## config.mk

```make
export PLATFORM = sky130hd
export DESIGN_NAME = multicycle_controller
export DESIGN_NICKNAME = d
export VERILOG_FILES = /design/src/rtl/multicycle_controller_pkg.sv /design/src/rtl/multicycle_controller_alu_decoder.sv /design/src/rtl/multicycle_controller.sv
export SDC_FILE = /design/constraint.sdc
export NUM_CORES = 1
export LEC_CHECK = 0
export ABC_AREA = 1
export CORE_ASPECT_RATIO = 0.9
export CORE_UTILIZATION = 30
export DETAILED_ROUTE_END_ITERATION = 16
export GPL_TIMING_DRIVEN = 0
export PLACE_DENSITY = 0.68
export SYNTH_ARGS = -nofsm -noshare
export SYNTH_HDL_FRONTEND = slang
export SYNTH_SLANG_ARGS = --single-unit
```

## constraint.sdc

```tcl
create_clock -name clk -period 1.6 [get_ports clk]
set_input_delay 0.32 -clock clk [delete_from_list [all_inputs] [get_ports clk]]
set_output_delay 0.32 -clock clk [all_outputs]
set_load 0.05 [all_outputs]
```

## src/rtl/multicycle_controller_pkg.sv

```systemverilog
// Shared encodings for the multicycle RISC-V controller.
// Optional branch extension: MC_CTRL_BRANCH_EXT_EN.
package multicycle_controller_pkg;

  localparam logic [6:0] OP_LOAD   = 7'b0000011;
  localparam logic [6:0] OP_STORE  = 7'b0100011;
  localparam logic [6:0] OP_RTYPE  = 7'b0110011;
  localparam logic [6:0] OP_ITYPE  = 7'b0010011;
  localparam logic [6:0] OP_BRANCH = 7'b1100011;
  localparam logic [6:0] OP_JAL    = 7'b1101111;
  localparam logic [6:0] OP_JALR   = 7'b1100111;
  localparam logic [6:0] OP_LUI    = 7'b0110111;

  typedef enum logic [3:0] {
    S_FETCH, S_DECODE, S_MEMADR, S_MEMRD,
    S_MEMWB, S_MEMWR, S_EXER, S_EXEI,
    S_ALUWB, S_BRANCH, S_JAL, S_JALR,
    S_LUI, S_HALT
  } state_e;

  typedef enum logic [2:0] {
    ALU_ADD = 3'b000,
    ALU_SUB = 3'b001,
    ALU_AND = 3'b010,
    ALU_OR  = 3'b011,
    ALU_SLT = 3'b100,
    ALU_XOR = 3'b101
  } alu_ctrl_e;

  typedef enum logic [2:0] {
    IMM_I = 3'b000,
    IMM_S = 3'b001,
    IMM_B = 3'b010,
    IMM_J = 3'b011,
    IMM_U = 3'b100
  } imm_src_e;

  typedef enum logic [1:0] {
    RES_ALUOUT    = 2'b00,
    RES_MEMDATA   = 2'b01,
    RES_ALURESULT = 2'b10,
    RES_IMMEXT    = 2'b11
  } result_src_e;

  typedef enum logic [1:0] {
    SRCA_PC    = 2'b00,
    SRCA_OLDPC = 2'b01,
    SRCA_RS1   = 2'b10
  } src_a_e;

  typedef enum logic [1:0] {
    SRCB_RS2  = 2'b00,
    SRCB_IMM  = 2'b01,
    SRCB_FOUR = 2'b10
  } src_b_e;

  typedef enum logic [1:0] {
    ALUOP_ADD    = 2'b00,
    ALUOP_BRANCH = 2'b01,
    ALUOP_FUNC   = 2'b10
  } aluop_e;

endpackage

```

## src/rtl/multicycle_controller_alu_decoder.sv

```systemverilog
// ALU operation decoder; flags func3 codes the controller cannot run.
// MC_CTRL_BRANCH_EXT_EN adds blt/bge compare support.
module alu_decoder
  import multicycle_controller_pkg::*;
(
  input  logic [6:0] op,
  input  logic [2:0] func3,
  input  logic [6:0] func7,
  input  logic [1:0] aluop,
  output logic [2:0] alu_ctrl,
  output logic       illegal_func
);

  logic unused_func7;
  assign unused_func7 = ^{func7[6], func7[4:0]};

  always_comb begin
    alu_ctrl     = ALU_ADD;
    illegal_func = 1'b0;
    unique case (aluop)
      ALUOP_BRANCH: begin
        unique case (func3)
          3'b000, 3'b001: alu_ctrl = ALU_SUB;
`ifdef MC_CTRL_BRANCH_EXT_EN
          3'b100, 3'b101: alu_ctrl = ALU_SLT;
`endif
          default: illegal_func = 1'b1;
        endcase
      end
      ALUOP_FUNC: begin
        unique case (func3)
          3'b000: begin
            if (op == OP_RTYPE && func7[5])
              alu_ctrl = ALU_SUB;
            else
              alu_ctrl = ALU_ADD;
          end
          3'b010: alu_ctrl = ALU_SLT;
          3'b100: alu_ctrl = ALU_XOR;
          3'b110: alu_ctrl = ALU_OR;
          3'b111: alu_ctrl = ALU_AND;
          default: illegal_func = 1'b1;
        endcase
      end
      default: ;
    endcase
  end

endmodule

```

## src/rtl/multicycle_controller.sv

```systemverilog
// Multicycle RV32 controller FSM with unified memory handshake.
// MC_CTRL_BRANCH_EXT_EN enables blt/bge in the decoder.
module multicycle_controller
  import multicycle_controller_pkg::*;
(
  input  logic       clk,
  input  logic       rst,
  input  logic [6:0] op,
  input  logic [2:0] func3,
  input  logic [6:0] func7,
  input  logic       zero,
  input  logic       mem_ready,
  output logic       PCWrite,
  output logic       AdrSrc,
  output logic       IRWrite,
  output logic       MemWrite,
  output logic       RegWrite,
  output logic [1:0] ResultSrc,
  output logic [1:0] ALUSrcA,
  output logic [1:0] ALUSrcB,
  output logic [2:0] ALUControl,
  output logic [2:0] ImmSrc,
  output logic       instr_done,
  output logic       illegal
);

  state_e state_q, state_d;
  logic   illegal_q, illegal_d;
  logic   jalr_ph_q, jalr_ph_d;

  aluop_e     aluop;
  logic [2:0] dec_ctrl;
  logic       dec_ill;

  logic pc_w, ir_w, mem_w, reg_w, done;

  always_comb begin
    aluop = ALUOP_ADD;
    if (op == OP_RTYPE || op == OP_ITYPE)
      aluop = ALUOP_FUNC;
    else if (op == OP_BRANCH)
      aluop = ALUOP_BRANCH;
  end

  alu_decoder u_alu_dec (
    .op           (op),
    .func3        (func3),
    .func7        (func7),
    .aluop        (aluop),
    .alu_ctrl     (dec_ctrl),
    .illegal_func (dec_ill)
  );

  always_comb begin
    state_d    = state_q;
    jalr_ph_d  = 1'b0;
    pc_w       = 1'b0;
    ir_w       = 1'b0;
    mem_w      = 1'b0;
    reg_w      = 1'b0;
    done       = 1'b0;
    AdrSrc     = 1'b0;
    ResultSrc  = RES_ALUOUT;
    ALUSrcA    = SRCA_PC;
    ALUSrcB    = SRCB_RS2;
    ALUControl = ALU_ADD;
    ImmSrc     = IMM_I;
    unique case (state_q)
      S_FETCH: begin
        ALUSrcB   = SRCB_FOUR;
        ResultSrc = RES_ALURESULT;
        if (mem_ready) begin
          ir_w    = 1'b1;
          pc_w    = 1'b1;
          state_d = S_DECODE;
        end
      end
      S_DECODE: begin
        ALUSrcA = SRCA_OLDPC;
        ALUSrcB = SRCB_IMM;
        ImmSrc  = IMM_B;
        unique case (op)
          OP_LOAD, OP_STORE: state_d = S_MEMADR;
          OP_RTYPE:  state_d = dec_ill ? S_HALT : S_EXER;
          OP_ITYPE:  state_d = dec_ill ? S_HALT : S_EXEI;
          OP_BRANCH: state_d = dec_ill ? S_HALT : S_BRANCH;
          OP_JAL:    state_d = S_JAL;
          OP_JALR:   state_d = S_JALR;
          OP_LUI:    state_d = S_LUI;
          default:   state_d = S_HALT;
        endcase
      end
      S_MEMADR: begin
        ALUSrcA = SRCA_RS1;
        ALUSrcB = SRCB_IMM;
        if (op == OP_STORE) begin
          ImmSrc  = IMM_S;
          state_d = S_MEMWR;
        end else begin
          state_d = S_MEMRD;
        end
      end
      S_MEMRD: begin
        AdrSrc = 1'b1;
        if (mem_ready) state_d = S_MEMWB;
      end
      S_MEMWB: begin
        ResultSrc = RES_MEMDATA;
        reg_w     = 1'b1;
        done      = 1'b1;
        state_d   = S_FETCH;
      end
      S_MEMWR: begin
        AdrSrc = 1'b1;
        mem_w  = 1'b1;
        if (mem_ready) begin
          done    = 1'b1;
          state_d = S_FETCH;
        end
      end
      S_EXER: begin
        ALUSrcA    = SRCA_RS1;
        ALUControl = dec_ctrl;
        state_d    = S_ALUWB;
      end
      S_EXEI: begin
        ALUSrcA    = SRCA_RS1;
        ALUSrcB    = SRCB_IMM;
        ALUControl = dec_ctrl;
        state_d    = S_ALUWB;
      end
      S_ALUWB: begin
        reg_w   = 1'b1;
        done    = 1'b1;
        state_d = S_FETCH;
      end
      S_BRANCH: begin
        ALUSrcA    = SRCA_RS1;
        ALUControl = dec_ctrl;
        // beq/bge take on zero; bne/blt take on !zero
        if (func3 == 3'b000 || func3 == 3'b101)
          pc_w = zero;
        else
          pc_w = ~zero;
        done    = 1'b1;
        state_d = S_FETCH;
      end
      S_JAL: begin
        ALUSrcA = SRCA_OLDPC;
        ALUSrcB = SRCB_FOUR;
        pc_w    = 1'b1;
        reg_w   = 1'b1;
        done    = 1'b1;
        state_d = S_FETCH;
      end
      S_JALR: begin
        if (!jalr_ph_q) begin
          ALUSrcA   = SRCA_RS1;
          ALUSrcB   = SRCB_IMM;
          ResultSrc = RES_ALURESULT;
          pc_w      = 1'b1;
          jalr_ph_d = 1'b1;
        end else begin
          ALUSrcA = SRCA_OLDPC;
          ALUSrcB = SRCB_FOUR;
          reg_w   = 1'b1;
          done    = 1'b1;
          state_d = S_FETCH;
        end
      end
      S_LUI: begin
        ImmSrc    = IMM_U;
        ResultSrc = RES_IMMEXT;
        reg_w     = 1'b1;
        done      = 1'b1;
        state_d   = S_FETCH;
      end
      S_HALT: ;
      default: state_d = S_HALT;
    endcase
    illegal_d = illegal_q | (state_d == S_HALT);
  end

  always_ff @(posedge clk) begin
    if (rst) begin
      state_q   <= S_FETCH;
      illegal_q <= 1'b0;
      jalr_ph_q <= 1'b0;
    end else begin
      state_q   <= state_d;
      illegal_q <= illegal_d;
      jalr_ph_q <= jalr_ph_d;
    end
  end

  assign PCWrite    = pc_w  & ~rst;
  assign IRWrite    = ir_w  & ~rst;
  assign MemWrite   = mem_w & ~rst;
  assign RegWrite   = reg_w & ~rst;
  assign instr_done = done  & ~rst;
  assign illegal    = illegal_q;

endmodule

```

==> flow_summary.toml <==
[die]
design.core.area_um2 = 2450
fp.dieW_um = 55.6
io_pins = 40
start_util_pct = 31.7
die_y_um = 50.2
die_area_um2 = 2790
row_count = 17

[global_route]
met2_usage_pct = 36.9
grt_pass1_vias = 1062
grt_max_degree = 11
antenna_found_initial = 0
grt_usage_pct = 20.4
grt_remaining_overflow = 0
use_met3_pct = 2.58
top_usage_layer = "met2"
met1_usage_pct = 25.7
grt_pass1_wl_mm = 4.54

[sta]
layout_setup_ws_ns = -0.260
tns_ns = -2.53
fin_crit_sh_pct = 116
finalSetupViolations = 17
maxClockFrequency_ghz = 0.538
worstMarginPinSlew_ns = 0.706
clock_skew_ns = 0.0110
hold_viol = 0
slew_viol_final = 0
rsz0062_at_grt = "yes"
maxSlewHeadroom_pct = 53.0
period_needed_ns = 1.86

[run_status]
violations = "negative setup slack"
status = "complete, but fails checks"

[synth]
avgSynthCellArea_um2 = 5.35
yosysTopAreaCell = "nand2_1"
ys.flop_type = "dfxtp_1"
ys_top_cells_by_count = "41 x nand2_1, 26 x nor2_1, 22 x inv_1"
synth_warnings = 0
synth_edf_count = 0
syn_nets = 166
syn_inst = 145
synthArstFlopShare_pct = 0
synth_area_um2 = 776
ys_types = 26
synth_top_area_share_pct = 19.8
yosysSeqAreaShare_pct = 15.5
synth.area.top_cells = "nand2_1 20%, dfxtp_1 15%, nor2_1 13%"
ys_ff_latch = 6
synthMostInstantiatedCell = "nand2_1"

[setup_path]
cp_max_fo = 4
cp-end-kind = "output port"
crit_path_top_delay_cell = "dfxtp_4"
start_kind = "flop"
worst_path_largest_cell_delay_ns = 0.37
path_cells = "inv_4, nor2_2, nand2_2, clkinvlp_4, a31oi_1, nand3_2, buf_8"
crit_arrival_ns = 1.54
timing.critical_path.required_ns = 1.28
critPathKind = "flop to output port"

[routing]
vias = 1195
remaining_drc_errors = 0
drt-initial-drc-count = 32
viasPerCell = 5.24
drt_wl_total_mm = 3.24
ant_nets = 0
first_pass_iters = 4
wl_per_cell_um = 14.2

[clock_network]
cts_tree = "done"
clkSinkCount = 6
insertion_delay_ns = 0.25
cts_max_path_buffers = 2
ctsHoldBuffers = 0
clockRootBuffer = "clkbuf_4"
clk_pin_slew_ns = 0.05
htree_levels = 1
numCtsBuffers = 3

[power]
power_mw = 1.02
irDropWorstVdd_mv = 0.671
power.density_nw_per_um2 = 636
p_leak_nw = 0.759

[place]
portBuffers = 32
routabilityCongestion = 0.887
placed_area_um2 = 1260
placed_cells_incl_taps = 205
dp_hpwl_mm = 2.02

[layout]
diodes = 0
fin_util_pct = 65.3
final_area_um2 = 1600
multi_input_area_um2 = 821
area_growth_pct = 106
fin_cells = 228
final_layout_size_suffix_gt1_share_pct = 55.0
final_nets = 223
final-seq-area_um2 = 135
nFillCells = 197

[worst_hold_path]
worstHoldPathType = "flop to flop"

[job]
cap_viol_max_count = 0
## registers in the layout, summed over array words and instances, names as in the netlist
name       flops
illegal        1
state_q        4
jalr_ph_q      1
## worst paths after layout
| path | startpoint | to | slack, ns | cells past startpoint |
|---|---|---|---|---|
| min reg2reg | illegal | illegal | 0.46 | 2 |
| max reg2reg | state_q[1] | state_q[0] | -0.01 | 10 |
| max | state_q[0] | ALUSrcB[0] | -0.26 | 7 |
| min | illegal | illegal | 0.46 | 2 |
## what timing repair did
action,in CTS,in global routing
resized for setup,186,11
setup buffers,13,7
cloned,0,0
setup endpoints to repair,20,18
pin swaps,18,10
## stage by stage
step                      setup WS [ns]  hold WS (ns)
final                            -0.260         0.456
after global placement            -1.03         0.439
after CTS                        -0.237         0.459
after detailed placement          -1.06         0.454
after global routing             -0.352         0.477
after floorplan                  -0.200         0.569
## critical path: cells and delay by family (launching register included)
kind                   cells  cell delay (ns)
buffers and inverters      3             0.40
DFF                        1             0.37
and+or+nand+nor            3             0.31
AOI/OAI and AO/OA          1             0.20
## layout by cell type (no fill, tap or decap), types with 2 or more instances in the layout
| cell type | Yosys | final |
|---|---|---|
| clkbuf_4 | 0 | 3 |
| dfxtp_4 | 0 | 4 |
| nand3_4 | 0 | 2 |
| clkdlybuf4s15_2 | 0 | 2 |
| nand2_1 | 41 | 31 |
| dfxtp_1 | 6 | 2 |
| nor2_2 | 3 | 8 |
| clkdlybuf4s50_1 | 0 | 2 |
| buf_6 | 0 | 11 |
| inv_4 | 0 | 3 |
| nand2_4 | 1 | 5 |
| nor2_4 | 1 | 13 |
| inv_1 | 22 | 11 |
| nor2_1 | 26 | 9 |
| buf_2 | 0 | 4 |
| a21oi_1 | 6 | 5 |
| o211ai_1 | 2 | 2 |
| buf_4 | 0 | 22 |
| buf_8 | 0 | 3 |
| nand2_2 | 3 | 8 |
| inv_2 | 2 | 7 |
| clkinvlp_4 | 0 | 2 |
| dlygate4sd2_1 | 0 | 8 |
| nand3_1 | 15 | 12 |
## metal layers
| metal | part of all wire, % | vias to the layer above | routed length, µm |
|---|---|---|---|
| li1 | - | 580 | - |
| met1 | 39 | 546 | 1270 |
| met5 | 0 | - | 0 |
| met3 | 7.2 | 12 | 234 |
| met2 | 51 | 57 | 1650 |
| met4 | 2.8 | 0 | 91 |
## area by class of cell
class / instances / share of cell area, %
sequential: 6 / 8.46
inverter: 24 / 7.05
clock buffer: 3 / 1.41
multi-input combinational: 114 / 51.4
timing repair buffer: 52 / 29.2
tap: 28 / 2.19
buffer: 1 / 0.235
## report_power, final
part           switching (mW)  leakage [nW]  total [mW]  internal, mW
Sequential             0.0237        0.0517       0.185         0.162
Combinational           0.425         0.693       0.689         0.264
Clock                  0.0565        0.0138       0.142        0.0850
## cell families (layout without fill, tap and decap cells)
family	Yosys count	count (layout)	share of synthesized area, %
AO/OA/AOI/OAI	18	18	15.8
buffers and inverters	25	80	12.1
flip-flops	6	6	15.5
AND/OR/NAND/NOR	96	96	56.6
(Power assumes the default switching activity.)
